===== config.mk =====
export PLATFORM = sky130hd
export DESIGN_NAME = bsk_com_filter_flat
export DESIGN_NICKNAME = d
export VERILOG_FILES = /design/src/rtl/bsk_com_filter_if.sv /design/src/rtl/bsk_com_filter.sv /design/src/flat_wrapper.sv
export SDC_FILE = /design/constraint.sdc
export NUM_CORES = 1
export LEC_CHECK = 0
export ABC_AREA = 1
export CAP_MARGIN = 40
export CORE_ASPECT_RATIO = 1.75
export CORE_UTILIZATION = 52
export DETAILED_ROUTE_END_ITERATION = 6
export PLACE_DENSITY = 0.76
export SETUP_SLACK_MARGIN = 0.05
export SLEW_MARGIN = 10
export SYNTH_ARGS = -nofsm -noshare
export SYNTH_HDL_FRONTEND = slang
export SYNTH_SLANG_ARGS = --single-unit

===== constraint.sdc =====
create_clock -name clk -period 1.5 [get_ports clk]
set_clock_uncertainty 0.2 [all_clocks]
set_input_delay 0.15 -clock clk [delete_from_list [all_inputs] [get_ports clk]]
set_output_delay 0.15 -clock clk [all_outputs]
set_load 0.005 [all_outputs]

===== src/rtl/bsk_com_filter_if.sv =====
// Command-line bundle between the raw optocoupler side and the filtered BskPRD side.
// The slave modport is the filter; the master modport is whatever drives the raw lines.
interface bsk_com_filter_if #(
    parameter int WIDTH = 16
);
    logic [WIDTH-1:0] iComRaw;
    logic             iEvtClr;
    logic [WIDTH-1:0] oCom;
    logic             oChange;
    logic [WIDTH-1:0] oEvt;
    logic             oEvtAny;
    logic             oTick;

    modport master (
        output iComRaw, iEvtClr,
        input  oCom, oChange, oEvt, oEvtAny, oTick
    );

    modport slave (
        input  iComRaw, iEvtClr,
        output oCom, oChange, oEvt, oEvtAny, oTick
    );
endinterface


===== src/rtl/bsk_com_filter.sv =====
// Command input conditioning: 2-FF synchroniser, tick-based debounce per channel,
// filtered command register and sticky per-channel change flags.
module bsk_com_filter #(
    parameter int WIDTH      = 16,
    parameter int TICK_DIV   = 20,
    parameter int FILTER_LEN = 8,
    parameter int CNT_W      = 4
) (
    input  logic              clk,
    input  logic              iRes,
    bsk_com_filter_if.slave   bus
);
    localparam int                PCNT_W    = (TICK_DIV > 1) ? $clog2(TICK_DIV) : 1;
    localparam logic [PCNT_W-1:0] PCNT_LAST = PCNT_W'(TICK_DIV - 1);
    localparam logic [CNT_W-1:0]  CNT_LAST  = CNT_W'(FILTER_LEN - 1);

    logic [WIDTH-1:0]  s1_q, s2_q;
    logic [WIDTH-1:0]  com_q, com_d;
    logic [WIDTH-1:0]  evt_q, evt_d;
    logic [WIDTH-1:0]  acc;
    logic [PCNT_W-1:0] pcnt_q, pcnt_d;
    logic              tick;
    logic              tick_q;
    logic              chg_q;

    assign tick   = (pcnt_q == PCNT_LAST);
    assign pcnt_d = tick ? '0 : pcnt_q + PCNT_W'(1);

    // Any clk where the synchronised level equals the accepted one restarts the window.
    for (genvar gi = 0; gi < WIDTH; gi++) begin : g_ch
        logic [CNT_W-1:0] cnt_q, cnt_d;

        always_comb begin
            cnt_d = cnt_q;
            if (s2_q[gi] == com_q[gi]) begin
                cnt_d = '0;
            end else if (tick) begin
                if (cnt_q == CNT_LAST) begin
                    cnt_d = '0;
                end else begin
                    cnt_d = cnt_q + CNT_W'(1);
                end
            end
        end

        assign acc[gi] = (s2_q[gi] != com_q[gi]) && tick && (cnt_q == CNT_LAST);

        always_ff @(posedge clk or negedge iRes) begin
            if (!iRes) begin
                cnt_q <= '0;
            end else begin
                cnt_q <= cnt_d;
            end
        end
    end

    assign com_d = (com_q & ~acc) | (s2_q & acc);
    // A fresh acceptance wins over a coincident clear.
    assign evt_d = acc | (evt_q & ~{WIDTH{bus.iEvtClr}});

    always_ff @(posedge clk or negedge iRes) begin
        if (!iRes) begin
            s1_q   <= '0;
            s2_q   <= '0;
            pcnt_q <= '0;
            tick_q <= 1'b0;
            com_q  <= '0;
            chg_q  <= 1'b0;
            evt_q  <= '0;
        end else begin
            s1_q   <= bus.iComRaw;
            s2_q   <= s1_q;
            pcnt_q <= pcnt_d;
            tick_q <= tick;
            com_q  <= com_d;
            chg_q  <= |acc;
            evt_q  <= evt_d;
        end
    end

    assign bus.oCom    = com_q;
    assign bus.oChange = chg_q;
    assign bus.oEvt    = evt_q;
    assign bus.oEvtAny = |evt_q;
    assign bus.oTick   = tick_q;
endmodule


===== src/flat_wrapper.sv =====
// flat-port wrapper written by rule: the top's interface ports become plain ports
module bsk_com_filter_flat 
#(
    parameter int WIDTH      = 16,
    parameter int TICK_DIV   = 20,
    parameter int FILTER_LEN = 8,
    parameter int CNT_W      = 4
)
  (clk, iRes, bus_iComRaw, bus_iEvtClr, bus_oCom, bus_oChange, bus_oEvt, bus_oEvtAny, bus_oTick);
  bsk_com_filter_if #(.WIDTH(WIDTH)) bus_i ();
  input  logic clk;
  input  logic iRes;
  input wire logic [$bits(bus_i.iComRaw)-1:0] bus_iComRaw;
  input wire logic [$bits(bus_i.iEvtClr)-1:0] bus_iEvtClr;
  output wire logic [$bits(bus_i.oCom)-1:0] bus_oCom;
  output wire logic [$bits(bus_i.oChange)-1:0] bus_oChange;
  output wire logic [$bits(bus_i.oEvt)-1:0] bus_oEvt;
  output wire logic [$bits(bus_i.oEvtAny)-1:0] bus_oEvtAny;
  output wire logic [$bits(bus_i.oTick)-1:0] bus_oTick;
  assign bus_i.iComRaw = bus_iComRaw;
  assign bus_i.iEvtClr = bus_iEvtClr;
  assign bus_oCom = bus_i.oCom;
  assign bus_oChange = bus_i.oChange;
  assign bus_oEvt = bus_i.oEvt;
  assign bus_oEvtAny = bus_i.oEvtAny;
  assign bus_oTick = bus_i.oTick;
  bsk_com_filter #(.WIDTH(WIDTH), .TICK_DIV(TICK_DIV), .FILTER_LEN(FILTER_LEN), .CNT_W(CNT_W)) u_core (.clk(clk), .iRes(iRes), .bus(bus_i));
endmodule

Word level (Yosys, flattened, before mapping) --
Cells that the tools add are included.
Storage, ports and cells: word-level logic and storage cells 195, input bits 19, output and inout bits 35, flip-flop bits (word level) 135
Cells by class: equality and inequality tests 49, mux-type cells 49, $add $sub $neg 17, bitwise logic cells 7, reductions and logical operators 50
Operators by type and width (number):
- $mux W4 | 48
- $add A4 B1 Y4 const B | 16
- $eq A4 B3 Y1 const B | 16
- $and A16 B16 Y16 | 3
- $logic_and A1 B1 Y1 | 32
- $not A16 Y16 | 2
- $or A16 B16 Y16 | 2
- $reduce_bool A2 Y1 | 16
- $reduce_or A16 Y1 | 2
- $eq A1 B1 Y1 | 16
- $ne A1 B1 Y1 | 16
- $add A5 B1 Y5 const B | 1
- $eq A5 B5 Y1 const B | 1
- $mux W5 | 1

Depth between registers and ports, before layout --
depth after elaboration 6, gate-level depth with buffers 10, gate-level depth less buffers 9

Least setup slack after synthesis --
Ideal clock, no wire load.
kind reg-to-reg, start point register u_core.pcnt_q[0], end point register u_core.g_ch[10].cnt_q[2], data required time 1.180 ns, period minus slack after synthesis 1.626 ns, library setup time 0.120 ns, arrival time 1.306 ns, path slack -0.126 ns, stages on the path, launching flop included 9, path through dfrtp_1 ha_1 nand2_2 nor2_8 inv_2 buf_6 buf_4 o21ai_1 a21oi_1
Between the ends: word-level cells in the longest chain between the ends 2
Ends and longest elaborated chain:
- start, declared | line bsk_com_filter.sv:21 | logic [PCNT_W-1:0] pcnt_q, pcnt_d;
- start signal, assigned | line bsk_com_filter.sv:73 | pcnt_q <= pcnt_d;
- $eq A5 B5 Y1 | line bsk_com_filter.sv:26 | assign tick = (pcnt_q == PCNT_LAST);
- $reduce_bool A2 Y1 (no source line)
- end signal, assigned | line bsk_com_filter.sv:52 | cnt_q <= cnt_d;
- end, declared | line bsk_com_filter.sv:31 | logic [CNT_W-1:0] cnt_q, cnt_d;
No other way between the ends. A chain may end at the register's enable or synchronous reset.

Worst setup path after layout --
start point register u_core.pcnt_q[0], end point register u_core.g_ch[1].cnt_q[2]
Between the ends: word-level cells in the longest chain between the ends 2
Ends and longest elaborated chain (line):
- $eq A5 B5 Y1 | bsk_com_filter.sv:26
- $reduce_bool A2 Y1 (no source line)
- end signal, assigned | bsk_com_filter.sv:52
- end, declared | bsk_com_filter.sv:31
No other way between the ends.

==> metrics <==
DRT Wirelength 27100 microns; vias per cell 6.55; Fillers 386; Max IR drop VDD 1.29 mV; P_leak 4.75 nW; flops & latches, synth 135; crit path capture type flip-flop; Worst Setup Start Kind flip-flop; Core Region 11100 sq um; failing checks hold timing, setup timing; synthesis-to-finish area growth 70.3%; Max Freq 0.498 GHz; CP Class flip-flop to flip-flop; worst-margin pin slew 0.464 ns; drt first pass iters 6; cts bufs inserted 17; IO buf count 53; largest net degree at the start of global routing 37; RSZ-0062 raised after global routing yes; Avg Cell Area, Syn 9.24 sq um; cell mode on critical path buf_12; ordered cell list for the critical path ha_4, nand2_4, nor2_8, buf_12, buf_12, buf_6, nand2_2, xor2_2, a21oi_2; hold_buf cts 17; max-slew violations 0; Cell Count, Final, Fillers Out 1034; Chip Height 143 microns; HP Class input port to async pin; nets@finish 925; first-pass GRT wire length 35700 microns; crit-path max cell delay 0.41 ns; Rows 51; Worst R2R Path Depth 9; outcome complete, but fails checks; fin worst setup slack -0.506 ns; CP bufs+invs 3; busiest layer in global routing met2; Tmin final 2.01 ns; Final Hold Vio Count 14; Syn Nets 676; vias in the first global route 6723; Synth cell types 22; slowest stage cell, crit path dfrtp_1; GRT overflow 0; clk root buf clkbuf_16; Yosys warnings 0; number of nets still failing antenna checks after routing 0; M2 GR Usage 69.2%; routability congestion estimate 0.839; Crit path max-delay family buffers and inverters; share of layout cells above drive strength 1 44.3%; Starting Density 53.3%; Arr. time, crit path 2.14 ns; Cells after DPL 915; WL/cell 26.2 microns; CP Max Fanout 5; Tot Pwr 8.47 mW; vias 6773; DP Worst Slack -0.255 ns; sequential-to-total area share from yosys stat 57.1%; Worst slew margin 69.0%; PD cells 841 nW/um^2; area of the mapped netlist 5920 sq um; CTS tree yes; CTS Sinks 135; die area 11800 sq um; Reg clk slew, reported paths 0.07 ns; Mapped Cells 640; GR Util All Layers 42.4%; final core utilization 90.7%; hpwl dp 10100 microns; Clock Latency Late Sink 0.45 ns; Setup violations, final 100; antenna violations before repair 1; met3 GRT Util 10.3%; hold slack -0.0652 ns; DRC errors left 0; fin crit share 134%; WP data required 1.63 ns; CTS H-tree depth 4; max-cap violation count 0; M1 GR Usage 46.7%; io pins 54; die width 82.6 microns; Critical Path Stages 9; CTS max path bufs 2; Initial DRC Count 1065
==> layout by cell type (no fill, tap or decap), types with 20 or more instances in the layout <==
| cell | instances |
|---|---|
| inv_1 | 78 |
| nand3_1 | 42 |
| nand3_2 | 20 |
| o21ai_2 | 54 |
| nand2_1 | 103 |
| nand2_2 | 26 |
| dfrtp_1 | 135 |
| buf_4 | 94 |
| o21ai_1 | 30 |
| buf_6 | 69 |
==> layout make-up <==
cell class,instances,area [sq um],share of cell area (%)
inverter,81,320,3.18
clock inverter,14,154,1.53
antenna,1,2.50,0.0248
sequential,135,3380,33.5
multi-input combinational,411,3100,30.8
clock buffer,17,425,4.22
timing repair buffer,243,2530,25.1
tap,132,165,1.64
==> logic make-up after synthesis <==
| group | share of synthesized area, % |
|---|---|
| compound gates | 11.1 |
| simple gates | 18.4 |
| xor+xnor | 2.96 |
| flops | 57.1 |
| fa+ha+maj | 3.60 |
| buf+inv | 6.77 |
==> synth_stat cells <==
| cell | n | share of area (%) |
|---|---|---|
| nand2_1 | 138 | 8.8 |
| dfrtp_1 | 135 | 57 |
| inv_1 | 80 | 5.1 |
| nand3_1 | 79 | 6.7 |
| o21ai_1 | 55 | 4.7 |
| o21ai_0 | 37 | 3.1 |
| nor2_1 | 22 | 1.4 |
| xor2_1 | 19 | 2.8 |
| a21oi_1 | 17 | 1.4 |
| ha_1 | 17 | 3.6 |
| a21oi_2 | 12 | 1.8 |
| nand4_1 | 6 | 0.63 |
| buf_2 | 5 | 0.42 |
| buf_6 | 4 | 0.76 |
| nor4_1 | 4 | 0.42 |
| buf_4 | 3 | 0.38 |
| nand2_2 | 2 | 0.21 |
| clkbuf_1 | 1 | 0.063 |
| inv_2 | 1 | 0.063 |
| nor2_8 | 1 | 0.34 |
| o21a_1 | 1 | 0.13 |
| xnor2_1 | 1 | 0.15 |
==> worst reg2reg max path, cell delays in order, from the launching register on <==
cell and delay, ns:
dfrtp_1 0.41, ha_4 0.18, nand2_4 0.07, nor2_8 0.12, buf_12 0.16, buf_12 0.14
buf_6 0.13, nand2_2 0.08, xor2_2 0.17, a21oi_2 0.23
==> metal layers <==
metal / up-vias / part of all wire [%]
met5: - / 0
met2: 597 / 46
met3: 289 / 9.7
li1: 2620 / -
met1: 3267 / 32
met4: 0 / 11
==> what timing repair did <==
item	4_1_cts	5_1_grt
setup endpoints to repair	129	122
cloned	9	0
pin swaps	36	29
setup buffers	45	35
resized for setup	310	116
endpoints found under the hold margin	151	14
==> power breakdown <==
part | switching (mW) | internal, mW
logic | 0.261 | 0.157
registers | 0.0264 | 3.69
clock network | 1.89 | 2.45
total | 2.18 | 6.30
==> through the flow <==
stage	hold slack, ns	area, sq um	setup TNS, ns
2_1_floorplan	-0.346	6100	-0.230
3_3_place_gp	-0.149	7520	-6.85
3_5_place_dp	-0.144	7520	-10.78
4_1_cts	-0.0501	9570	-19.34
5_1_grt	-0.0568	10100	-34.98
6_report	-0.0652	10100	-30.02
==> final timing paths <==
| kind | end | slack [ns] | start |
|---|---|---|---|
| setup / recovery | u_core.g_ch[1].cnt_q[2]$_DFFE_PN0P_ | -0.51 | u_core.pcnt_q[0]$_DFF_PN0_ |
| hold / removal | u_core.s1_q[8]$_DFF_PN0_ | -0.07 | iRes |
| setup reg to reg | u_core.g_ch[1].cnt_q[2]$_DFFE_PN0P_ | -0.51 | u_core.pcnt_q[0]$_DFF_PN0_ |
| hold reg to reg | u_core.s2_q[0]$_DFF_PN0_ | 0.14 | u_core.s1_q[0]$_DFF_PN0_ |
| max in group asynchronous | u_core.g_ch[10].cnt_q[0]$_DFFE_PN0P_ | 0.58 | iRes |
| min in group clk | u_core.s2_q[0]$_DFF_PN0_ | 0.14 | u_core.s1_q[0]$_DFF_PN0_ |
No activity file was read; power rests on OpenSTA's default activity.
